File: src/rtl/sram_rw_port_ctrl.sv
// Requester-side controller for a 1-cycle-latency single-port SRAM (RW0 port):
// optional zero-fill after reset, credit-gated request acceptance and an in-order response queue.
module sram_rw_port_ctrl #(
  parameter int ADDR_W        = 13,
  parameter int DATA_W        = 36,
  parameter int MASK_W        = 6,
  parameter int RESP_DEPTH    = 3,
  parameter bit INIT_ON_RESET = 1'b1
) (
  input  logic              clock,
  input  logic              reset_n,
  input  logic              req_valid,
  output logic              req_ready,
  input  logic              req_write,
  input  logic [ADDR_W-1:0] req_addr,
  input  logic [DATA_W-1:0] req_wdata,
  input  logic [MASK_W-1:0] req_wmask,
  output logic              resp_valid,
  input  logic              resp_ready,
  output logic [DATA_W-1:0] resp_rdata,
  output logic              init_done,
  output logic              RW0_clk,
  output logic              RW0_en,
  output logic              RW0_wmode,
  output logic [ADDR_W-1:0] RW0_addr,
  output logic [MASK_W-1:0] RW0_wmask,
  output logic [DATA_W-1:0] RW0_wdata,
  input  logic [DATA_W-1:0] RW0_rdata
);

  localparam int PTR_W = $clog2(RESP_DEPTH);
  localparam int CNT_W = $clog2(RESP_DEPTH + 1);
  localparam logic [ADDR_W-1:0] LAST_ADDR = '1;
  localparam logic [CNT_W:0]    DEPTH_C   = (CNT_W + 1)'(RESP_DEPTH);
  localparam logic [PTR_W-1:0]  PTR_LAST  = PTR_W'(RESP_DEPTH - 1);

  typedef enum logic {ST_INIT, ST_RUN} state_t;

  state_t            state_reg, state_next;
  logic              started_reg;
  logic [ADDR_W-1:0] init_cnt_reg;
  logic              inflight_reg;
  logic [CNT_W-1:0]  occ_reg;
  logic [PTR_W-1:0]  wr_ptr_reg, rd_ptr_reg;
  logic [DATA_W-1:0] q_mem [RESP_DEPTH];

  logic [CNT_W:0] credit_used;
  logic           accept, rd_accept, push, pop;

  function automatic logic [PTR_W-1:0] ptr_inc(input logic [PTR_W-1:0] p);
    return (p == PTR_LAST) ? '0 : p + PTR_W'(1);
  endfunction

  assign RW0_clk = clock;

  // started_reg keeps every output quiet in the first cycle after reset release
  assign init_done   = (state_reg == ST_RUN) && started_reg;
  assign credit_used = {1'b0, occ_reg} + {{CNT_W{1'b0}}, inflight_reg};
  assign req_ready   = init_done && (credit_used < DEPTH_C);
  assign accept      = req_valid && req_ready;
  assign rd_accept   = accept && !req_write;
  assign push        = inflight_reg;
  assign pop         = resp_valid && resp_ready;
  assign resp_valid  = (occ_reg != '0);
  assign resp_rdata  = q_mem[rd_ptr_reg];

  always_ff @(posedge clock or negedge reset_n) begin
    if (!reset_n) begin
      if (INIT_ON_RESET) state_reg <= ST_INIT;
      else               state_reg <= ST_RUN;
      started_reg  <= 1'b0;
      init_cnt_reg <= '0;
      inflight_reg <= 1'b0;
    end else begin
      state_reg    <= state_next;
      started_reg  <= 1'b1;
      inflight_reg <= rd_accept;
      if (state_reg == ST_INIT && started_reg) init_cnt_reg <= init_cnt_reg + ADDR_W'(1);
    end
  end

  always_comb begin
    state_next = state_reg;
    RW0_en     = 1'b0;
    RW0_wmode  = 1'b0;
    RW0_addr   = '0;
    RW0_wmask  = req_wmask;
    RW0_wdata  = req_wdata;
    if (state_reg == ST_INIT) begin
      RW0_en    = started_reg;
      RW0_wmode = started_reg;
      RW0_addr  = init_cnt_reg;
      RW0_wmask = '1;
      RW0_wdata = '0;
      if (started_reg && init_cnt_reg == LAST_ADDR) state_next = ST_RUN;
    end else if (accept) begin
      RW0_en    = 1'b1;
      RW0_wmode = req_write;
      RW0_addr  = req_addr;
    end
  end

  // Response queue: RW0_rdata is captured in the cycle after each read
  always_ff @(posedge clock or negedge reset_n) begin
    if (!reset_n) begin
      for (int i = 0; i < RESP_DEPTH; i++) q_mem[i] <= '0;
      wr_ptr_reg <= '0;
      rd_ptr_reg <= '0;
      occ_reg    <= '0;
    end else begin
      if (push) begin
        q_mem[wr_ptr_reg] <= RW0_rdata;
        wr_ptr_reg        <= ptr_inc(wr_ptr_reg);
      end
      if (pop) rd_ptr_reg <= ptr_inc(rd_ptr_reg);
      case ({push, pop})
        2'b10:   occ_reg <= occ_reg + CNT_W'(1);
        2'b01:   occ_reg <= occ_reg - CNT_W'(1);
        default: occ_reg <= occ_reg;
      endcase
    end
  end

endmodule
File: config.mk
export PLATFORM = sky130hd
export DESIGN_NAME = sram_rw_port_ctrl
export DESIGN_NICKNAME = d
export VERILOG_FILES = /design/src/rtl/sram_rw_port_ctrl.sv
export SDC_FILE = /design/constraint.sdc
export NUM_CORES = 1
export LEC_CHECK = 0
export CAP_MARGIN = 20
export CORE_MARGIN = 2
export CORE_UTILIZATION = 45
export DETAILED_ROUTE_END_ITERATION = 8
export PLACE_DENSITY = 0.77
export SKIP_LAST_GASP = 1
export SYNTH_ARGS = -nofsm -noshare
export SYNTH_HDL_FRONTEND = slang
export SYNTH_SLANG_ARGS = --single-unit
File: constraint.sdc
create_clock -name clock -period 3.6 [get_ports clock]
set_clock_uncertainty 0.05 [all_clocks]
set_input_delay 0.36 -clock clock [delete_from_list [all_inputs] [get_ports clock]]
set_output_delay 0.36 -clock clock [all_outputs]
set_load 0.05 [all_outputs]
==> report_table.html, run 1 <==
<table>
<tr><th>Metric</th><th>Value</th></tr>
<tr><th colspan="2">Critical path</th></tr>
<tr><td>Worst-path cell with the longest stage delay</td><td>a2111oi_4</td></tr>
<tr><td>Worst reg2reg endpoint</td><td>inflight_reg</td></tr>
<tr><td>Element type at the critical path end</td><td>primary output</td></tr>
<tr><td>CP required</td><td>3190 ps</td></tr>
<tr><td>Reg2Reg Launch Point</td><td>inflight_reg</td></tr>
<tr><td>Delay of the slowest cell on the worst path</td><td>about 870 ps</td></tr>
<tr><td>Setup slack on the worst flop-to-flop path</td><td>~1400 ps</td></tr>
<tr><td>Crit Path Max Fanout</td><td>16</td></tr>
<tr><td>Cell-by-cell listing of the critical path</td><td>ha_1 -&gt; ha_1 -&gt; a2111oi_4 -&gt; a22o_1 -&gt; buf_4</td></tr>
<tr><td>CP Launch Point</td><td>inflight_reg</td></tr>
<tr><td>Endpoint arrival time on the critical path</td><td>2840 ps</td></tr>
<tr><td>WS Path Type</td><td>reg2out</td></tr>
<tr><td>Launching element type of the critical path</td><td>flop</td></tr>
<tr><td>Most frequent CP cell</td><td>ha_1</td></tr>
<tr><td>Depth of the worst register-to-register path</td><td>4</td></tr>
<tr><th colspan="2">Global routing</th></tr>
<tr><td>Met1 Track Usage GR</td><td>roughly a quarter</td></tr>
<tr><td>Grt peak-use layer</td><td>met2</td></tr>
<tr><td>Global-route wire length before repair</td><td>25400 um</td></tr>
<tr><td>GR Util All Layers</td><td>roughly 23%</td></tr>
<tr><td>Number of global-route vias before repair</td><td>about 5100</td></tr>
<tr><td>Met2 demand-to-capacity share in global routing</td><td>~40%</td></tr>
<tr><td>Largest net degree at the start of global routing</td><td>between 70 and 80</td></tr>
<tr><td>Initial antenna violation count</td><td>0</td></tr>
<tr><td>GRT overflow</td><td>0</td></tr>
<tr><td>GR Util met3</td><td>9.53%</td></tr>
<tr><th colspan="2">Logic synthesis</th></tr>
<tr><td>Ys Warns</td><td>0</td></tr>
<tr><td>Synthesized flop and latch total</td><td>130</td></tr>
<tr><td>Synth cell types</td><td>38</td></tr>
<tr><td>Synthesized netlist cell count</td><td>~500</td></tr>
<tr><td>Area share of the largest cell type after synthesis</td><td>around half</td></tr>
<tr><td>Main synth FF type</td><td>dfrtp_1</td></tr>
<tr><td>Top cells by area in the synthesized netlist</td><td>dfrtp_1, mux2_2, mux2_4</td></tr>
<tr><td>Leading area contributor after synthesis</td><td>dfrtp_1</td></tr>
<tr><td>Sequential fraction of the synthesis area</td><td>~50%</td></tr>
<tr><td>Average cell area after synthesis</td><td>about 13 sq um</td></tr>
<tr><td>Post-synth EDFFs</td><td>0</td></tr>
<tr><td>Share of async-settable or async-resettable flops after synthesis</td><td>100%</td></tr>
<tr><td>Mapped cell area</td><td>~6300 sq um</td></tr>
<tr><td>Syn Nets</td><td>~600</td></tr>
<tr><th colspan="2">Finish</th></tr>
<tr><td>Area of the multi-input gates</td><td>roughly 2900 sq um</td></tr>
<tr><td>Cell area after layout</td><td>a little under 9000 sq um</td></tr>
<tr><td>Final net count</td><td>approximately 800</td></tr>
<tr><td>Number of antenna repair diodes</td><td>0</td></tr>
<tr><td>Flip-flop count of the largest register after layout</td><td>roughly 110</td></tr>
<tr><td>Layout cells sized above 1</td><td>between 20% and 30%</td></tr>
<tr><td>Leading cell type in the layout, fill and taps excluded</td><td>clkdlybuf4s50_1</td></tr>
<tr><td>Most used cells in the layout excluding fill and tap cells</td><td>clkdlybuf4s50_1, dfrtp_1, mux2_2, buf_4, nand2_1</td></tr>
<tr><td>Filler Cell Count</td><td>between 1000 and 1500</td></tr>
<tr><td>End-of-flow core utilization</td><td>between 60% and 70%</td></tr>
<tr><td>Sequential Area</td><td>3250 sq um</td></tr>
<tr><td>Area delta synth-&gt;final</td><td>40.9%</td></tr>
<tr><th colspan="2">Clock tree</th></tr>
<tr><td>Clock tree from TritonCTS</td><td>done</td></tr>
<tr><td>Clock slew seen by the registers of the worst setup and hold paths</td><td>approximately 60 ps</td></tr>
<tr><td>Clock latency on the worst-skew pair</td><td>530 ps</td></tr>
<tr><th colspan="2">Worst hold path</th></tr>
<tr><td>Class of the most critical hold timing path</td><td>in2async</td></tr>
<tr><th colspan="2">Detailed routing</th></tr>
<tr><td>Routed WL</td><td>16400 um</td></tr>
<tr><td>Number of design rule violations left after detail routing</td><td>0</td></tr>
<tr><td>Post-detailed-route count of antenna-violating nets</td><td>0</td></tr>
<tr><td>Routed via count divided by cell count</td><td>approximately 5.2</td></tr>
<tr><td>Final routed wire length divided by cell count</td><td>about 18 um</td></tr>
<tr><td>Starting DRT DRC Count</td><td>approximately 140</td></tr>
<tr><td>Number of search-and-repair iterations in the first detailed-routing pass</td><td>4</td></tr>
<tr><td>DR vias</td><td>4640</td></tr>
<tr><th colspan="2">Die</th></tr>
<tr><td>Die area</td><td>about 15000 sq um</td></tr>
<tr><td>I/O pin cnt</td><td>around 190</td></tr>
<tr><td>Initial core utilization</td><td>a little under half</td></tr>
<tr><td>Floorplan Core Area</td><td>about 14000 sq um</td></tr>
<tr><td>Count of standard-cell rows</td><td>43</td></tr>
<tr><td>Horizontal die dimension</td><td>around 120 um</td></tr>
<tr><td>Vertical extent of the die</td><td>between 100 and 150 um</td></tr>
<tr><th colspan="2">Power and ir drop</th></tr>
<tr><td>Part of the power in registers</td><td>28.6%</td></tr>
<tr><td>Ratio of total power to cell area</td><td>~660 nW/um^2</td></tr>
<tr><td>Leakage dissipation</td><td>around 4.1 nW</td></tr>
<tr><td>Internal power summed over all cells</td><td>3.61 mW</td></tr>
<tr><td>Proportion of power drawn by the clock network</td><td>32.9%</td></tr>
<tr><td>Proportion of power drawn by combinational gates</td><td>between 30% and 40%</td></tr>
<tr><td>VDD IR-drop max</td><td>approximately 0.00041 V</td></tr>
<tr><td>Net load switching power</td><td>2.32 mW</td></tr>
<tr><td>Switching part of the total power</td><td>between 30% and 40%</td></tr>
<tr><th colspan="2">Placed design</th></tr>
<tr><td>RePlAce Congestion</td><td>0.809</td></tr>
<tr><td>Post-DP Area</td><td>~8200 sq um</td></tr>
<tr><td>Placed wire-length estimate after detailed placement</td><td>11000 um</td></tr>
<tr><td>Worst slack at placement</td><td>~700 ps</td></tr>
<tr><td>Port Buf Inserts</td><td>between 150 and 200</td></tr>
<tr><th colspan="2">Timing</th></tr>
<tr><td>Unrepaired setup endpoints after global routing</td><td>no</td></tr>
<tr><td>Shortest clock period the worst path allows after layout</td><td>roughly 3200 ps</td></tr>
<tr><td>Max Transition Viols Final</td><td>0</td></tr>
<tr><td>Worst hold-check slack</td><td>around 410 ps</td></tr>
<tr><td>Final critical-path share of the clock period</td><td>approximately nine tenths</td></tr>
<tr><td>Number of failing setup endpoints in the final timing report</td><td>0</td></tr>
<tr><td>Max transition margin</td><td>roughly 39%</td></tr>
<tr><td>Worst-margin pin slew</td><td>913 ps</td></tr>
<tr><td>Fmax</td><td>0.308 GHz</td></tr>
<tr><td>Post-layout worst setup margin</td><td>around 350 ps</td></tr>
<tr><td>Total negative slack for setup checks</td><td>0 ps</td></tr>
<tr><td>Hold Fails Final Rpt</td><td>0</td></tr>
<tr><th colspan="2">Run status</th></tr>
<tr><td>Status</td><td>finished, final reports clean</td></tr>
<tr><th colspan="2">Job</th></tr>
<tr><td>Reported max-cap violation count</td><td>0</td></tr>
</table>
[repair_timing]
action / 4_1_cts / 5_1_grt
endpoints found under the hold margin: 59 / 0
buffers inserted: 0 / 0
gates resized for setup: 0 / 0
hold buffers: 1 / 0
[cell families (layout without fill, tap and decap cells)]
logic type / Yosys count / count (layout) / synth area share, %
AOI/OAI and AO/OA: 58 / 58 / 5.93
xor gates and xnor gates: 15 / 15 / 2.07
adders and majority gates: 4 / 4 / 0.790
buffers and inverters: 39 / 244 / 3.48
DFF: 130 / 130 / 51.4
muxes: 145 / 145 / 26.8
other: 1 / 1 / 0.0592
and+or+nand+nor: 112 / 112 / 9.46
[layer usage]
| layer | share of wire [%] | routed length, um |
|---|---|---|
| met5 | 0 | 0 |
| met4 | 0.99 | 163 |
| met3 | 7.0 | 1150 |
| met2 | 52 | 8610 |
| met1 | 40 | 6500 |
[cells in the mapped netlist, types with 2 or more instances]
| master | instances |
|---|---|
| nand2_1 | 41 |
| a21o_1 | 3 |
| nor3_1 | 3 |
| a22o_1 | 13 |
| clkbuf_1 | 15 |
| dfrtp_1 | 130 |
| mux2_2 | 77 |
| mux2_4 | 30 |
| xor2_1 | 9 |
| mux2i_1 | 36 |
| ha_1 | 4 |
| xnor2_1 | 6 |
| inv_2 | 2 |
| buf_12 | 3 |
| and2_1 | 36 |
| mux2_1 | 2 |
| inv_1 | 6 |
| nor2_1 | 3 |
| nor4_1 | 4 |
| o21ai_0 | 39 |
| nor2b_1 | 3 |
| nand3_1 | 4 |
| nand4_1 | 3 |
| or2_2 | 2 |
| buf_2 | 11 |
| nand2b_1 | 7 |
[metrics by stage]
stage / cells / power (mW)
finish: 889 / 5.93
global route: 889 / 6.20
CTS: 889 / 5.99
detailed placement: 853 / 4.08
global placement: 853 / 4.04
floorplan: 504 / 3.31
[power groups by stage]
stage | sequential (mW) | combinational (mW) | clock, mW
after floorplan | 1.68 | 1.57 | 0.0599
after global placement | 1.71 | 2.27 | 0.0641
after detailed placement | 1.72 | 2.29 | 0.0641
after CTS | 1.70 | 2.30 | 1.99
after global routing | 1.71 | 2.41 | 2.07
final | 1.70 | 2.28 | 1.95
[worst max-delay path by stage]
| stage | endpoint | slack (ps) | depth (start not counted) |
|---|---|---|---|
| after floorplan | req_ready | 1040 | 3 |
| after detailed placement | RW0_clk | 720 | 1 |
| after global placement | RW0_clk | 720 | 1 |
| after CTS | RW0_addr[10] | 310 | 5 |
| after global routing | RW0_addr[10] | 180 | 5 |
| final | RW0_addr[10] | 350 | 5 |
[critical path, delay by kind of cell (launching register included)]
kind | cells | cell delay [ps]
flops | 1 | 430
compound gates | 2 | 1120
fa+ha+maj | 2 | 540
buf+inv | 1 | 200
[cell type report]
class | instances | area share (%)
repair buffers | 200 | 20.9
multi-input cells | 335 | 32.1
flip-flops and latches | 130 | 36.5
inverters | 8 | 0.337
clock buffers | 27 | 6.53
clock inverters | 9 | 1.15
well taps | 180 | 2.52
Note: power is estimated with default switching activity, not from simulation.
==> run 2, diff against run 1 <==
- CORE_ASPECT_RATIO: not set -> 0.9
==> run 2 against run 1 <==
  * Via count rose by 1.4%
  * Routed wire length is 3.6% higher
  * Core utilization rose by 1.7 points
  * Clock power up 3%
  * Sequential power about the same
  * Global-route usage is 0.85 points higher
  * Combinational power grew 14%
  * Die area barely moved
==> report_table.html, run 2 (synthesis gave the netlist of run 1 again) <==
<table>
<tr><th>Metric</th><th>Value</th></tr>
<tr><th colspan="2">Critical path</th></tr>
<tr><td>Worst-path cell with the longest stage delay</td><td>a2111oi_4</td></tr>
<tr><td>Crit Path Max Fanout</td><td>16 (unchanged)</td></tr>
<tr><td>CP required</td><td>3190 ps (about the same)</td></tr>
<tr><td>Endpoint arrival time on the critical path</td><td>2890 ps (+50 ps)</td></tr>
<tr><td>Launching element type of the critical path</td><td>flop</td></tr>
<tr><td>Delay of the slowest cell on the worst path</td><td>920 ps (+50 ps)</td></tr>
<tr><td>Most frequent CP cell</td><td>ha_1</td></tr>
<tr><td>Element type at the critical path end</td><td>primary output</td></tr>
<tr><td>Cell class contributing the biggest share of worst-path delay</td><td>compound AO/OA/AOI/OAI gates</td></tr>
<tr><td>Count of buffer and inverter cells on the critical path</td><td>1 (unchanged)</td></tr>
<tr><td>WS Path Type</td><td>reg2out</td></tr>
<tr><td>Cell-by-cell listing of the critical path</td><td>ha_1 -&gt; ha_1 -&gt; a2111oi_4 -&gt; a22o_1 -&gt; buf_4</td></tr>
<tr><th colspan="2">Placed design</th></tr>
<tr><td>RePlAce Congestion</td><td>0.835 (+3.2%)</td></tr>
<tr><td>Port Buf Inserts</td><td>192 (unchanged)</td></tr>
<tr><td>Placed wire-length estimate after detailed placement</td><td>11700 um (+6.4%)</td></tr>
<tr><td>Post-DP Area</td><td>8500 sq um (+3.2%)</td></tr>
<tr><th colspan="2">Power and ir drop</th></tr>
<tr><td>Leakage dissipation</td><td>4.15 nW (+2.1%)</td></tr>
<tr><td>Ratio of total power to cell area</td><td>687 nW/um^2 (+3.3%)</td></tr>
<tr><td>Overall power consumption</td><td>6.33 mW (+6.7%)</td></tr>
<tr><td>VDD IR-drop max</td><td>0.000545 V (+32%)</td></tr>
<tr><th colspan="2">Detailed routing</th></tr>
<tr><td>DR vias</td><td>4704 (+1.4%)</td></tr>
<tr><td>Final routed wire length divided by cell count</td><td>18.8 um (+1.8%)</td></tr>
<tr><td>Routed via count divided by cell count</td><td>5.20 (-0.41%)</td></tr>
<tr><td>Routed WL</td><td>17000 um (+3.6%)</td></tr>
<tr><td>Post-detailed-route count of antenna-violating nets</td><td>0 (unchanged)</td></tr>
<tr><td>Number of design rule violations left after detail routing</td><td>0 (unchanged)</td></tr>
<tr><td>Number of search-and-repair iterations in the first detailed-routing pass</td><td>5 (+1)</td></tr>
<tr><td>Starting DRT DRC Count</td><td>205 (+51%)</td></tr>
<tr><th colspan="2">Clock tree</th></tr>
<tr><td>Number of instances resized during post-cts repair</td><td>0 (unchanged)</td></tr>
<tr><td>Clock tree from TritonCTS</td><td>done</td></tr>
<tr><td>Buffers inserted during post-CTS setup optimization</td><td>0 (unchanged)</td></tr>
<tr><td>Clock latency on the worst-skew pair</td><td>520 ps (about the same)</td></tr>
<tr><td>Clock slew seen by the registers of the worst setup and hold paths</td><td>60 ps (about the same)</td></tr>
<tr><td>Quantity of hold-fixing buffers added after cts</td><td>1 (unchanged)</td></tr>
<tr><th colspan="2">Timing</th></tr>
<tr><td>Unrepaired setup endpoints after global routing</td><td>no</td></tr>
<tr><td>Worst-margin pin slew</td><td>979 ps (+65.9 ps)</td></tr>
<tr><td>Number of failing setup endpoints in the final timing report</td><td>0 (unchanged)</td></tr>
<tr><td>Max Transition Viols Final</td><td>0 (unchanged)</td></tr>
<tr><td>Worst hold-check slack</td><td>419 ps (+7.47 ps)</td></tr>
<tr><td>Max transition margin</td><td>34.8% (-4.4 points)</td></tr>
<tr><td>Hold Fails Final Rpt</td><td>0 (unchanged)</td></tr>
<tr><td>Shortest clock period the worst path allows after layout</td><td>3300 ps (+52.6 ps)</td></tr>
<tr><td>Fmax</td><td>0.303 GHz (-1.6%)</td></tr>
<tr><td>Total negative slack for setup checks</td><td>0 ps (unchanged)</td></tr>
<tr><td>Final critical-path share of the clock period</td><td>91.7% (+1.5 points)</td></tr>
<tr><th colspan="2">Die</th></tr>
<tr><td>I/O pin cnt</td><td>193 (unchanged)</td></tr>
<tr><td>Vertical extent of the die</td><td>117 um (-5.0%)</td></tr>
<tr><td>Initial core utilization</td><td>45.6% (-0.25 points)</td></tr>
<tr><td>Horizontal die dimension</td><td>129 um (+5.2%)</td></tr>
<tr><td>Floorplan Core Area</td><td>13900 sq um (+0.54%)</td></tr>
<tr><td>Count of standard-cell rows</td><td>41 (-4.7%)</td></tr>
<tr><td>Die area</td><td>15000 sq um (about the same)</td></tr>
<tr><th colspan="2">Finish</th></tr>
<tr><td>Leading cell type in the layout, fill and taps excluded</td><td>clkdlybuf4s50_1</td></tr>
<tr><td>Layout cells sized above 1</td><td>30.0% (+0.24 points)</td></tr>
<tr><td>Final net count</td><td>798 (+0.25%)</td></tr>
<tr><td>Area of the multi-input gates</td><td>2870 sq um (+0.17%)</td></tr>
<tr><td>Most used cells in the layout excluding fill and tap cells</td><td>clkdlybuf4s50_1, dfrtp_1, mux2_2, buf_4, nand2_1</td></tr>
<tr><td>Cell area after layout</td><td>9210 sq um (+3.2%)</td></tr>
<tr><td>Area delta synth-&gt;final</td><td>45.4%</td></tr>
<tr><td>Filler Cell Count</td><td>1026 (-1.8%)</td></tr>
<tr><td>Flip-flop count of the largest register after layout</td><td>108 (unchanged)</td></tr>
<tr><td>Sequential Area</td><td>3250 sq um (unchanged)</td></tr>
<tr><th colspan="2">Worst hold path</th></tr>
<tr><td>Class of the most critical hold timing path</td><td>in2async</td></tr>
<tr><th colspan="2">Global routing</th></tr>
<tr><td>GRT overflow</td><td>0 (unchanged)</td></tr>
<tr><td>Number of global-route vias before repair</td><td>5088 (+0.079%)</td></tr>
<tr><td>Largest net degree at the start of global routing</td><td>60 (-17%)</td></tr>
<tr><td>Initial antenna violation count</td><td>2 (+2)</td></tr>
<tr><td>Global-route wire length before repair</td><td>26200 um (+3.1%)</td></tr>
<tr><td>GR Util All Layers</td><td>23.8% (+0.85 points)</td></tr>
<tr><th colspan="2">Run status</th></tr>
<tr><td>Status</td><td>finished, final reports clean</td></tr>
<tr><th colspan="2">Job</th></tr>
<tr><td>Reported max-cap violation count</td><td>0 (unchanged)</td></tr>
</table>
-- run 2: changes by cell type in the layout (fill, tap and decap cells not counted) --
cell | previous run | this run
clkinv_2 | 4 | 3
diode_2 | 0 | 2
clkbuf_1 | 1 | 0
nor2b_4 | 0 | 1
nor2b_2 | 1 | 0
buf_4 | 59 | 43
bufinv_16 | 2 | 3
buf_12 | 1 | 19
-- run 2: worst paths after layout --
check	start	end	slack (ps)	cells past startpoint
min reg2reg	q_mem[102]	q_mem[102]	440	1
max in group asynchronous	reset_n	q_mem[3]	2130	3
min	reset_n	q_mem[43]	420	2
min in group clock	req_write	inflight_reg	420	2
max reg2reg	inflight_reg	inflight_reg	1270	5
max	inflight_reg	RW0_addr[12]	300	5
-- run 2: per-stage QoR --
| step | util (%) | setup WS, ps | instances |
|---|---|---|---|
| after detailed placement | 61.1 | 718 | 868 |
| after global routing | 66.3 | 189 | 905 |
| final | 66.3 | 300 | 905 |
| after global placement | 61.1 | 718 | 868 |
| after floorplan | - | 1040 | 504 |
| after CTS | 66.2 | 267 | 903 |
-- run 2: power by group --
group / switching, mW / internal [mW]
combinational: 1.57 / 1.02
clock: 0.679 / 1.33
sequential: 0.137 / 1.58
total: 2.39 / 3.94
-- run 2: final cells by class --
type,count,area share [%]
Sequential cell,130,35.3
Antenna cell,2,0.0543
Clock buffer,26,6.29
Inverter,8,0.326
Clock inverter,9,1.39
Timing Repair Buffer,202,22.8
Multi-Input combinational cell,335,31.1
Tap cell,193,2.62
-- run 2: metal layers --
layer  track usage [%]  up-vias  share of wire (%)
li1                  -     2151                  -
met1              24.8     2348                 39
met2              42.9      181                 52
met3              9.12       24                6.9
met4              10.3        0                2.7
met5                 0        -                  0
-- run 2: worst register-to-register path, cell delays in order (launching register included) --
cell and delay, ps:
dfrtp_1 420, ha_1 220, ha_1 320, a2111oi_4 920
buf_4 230, nor2b_1 110
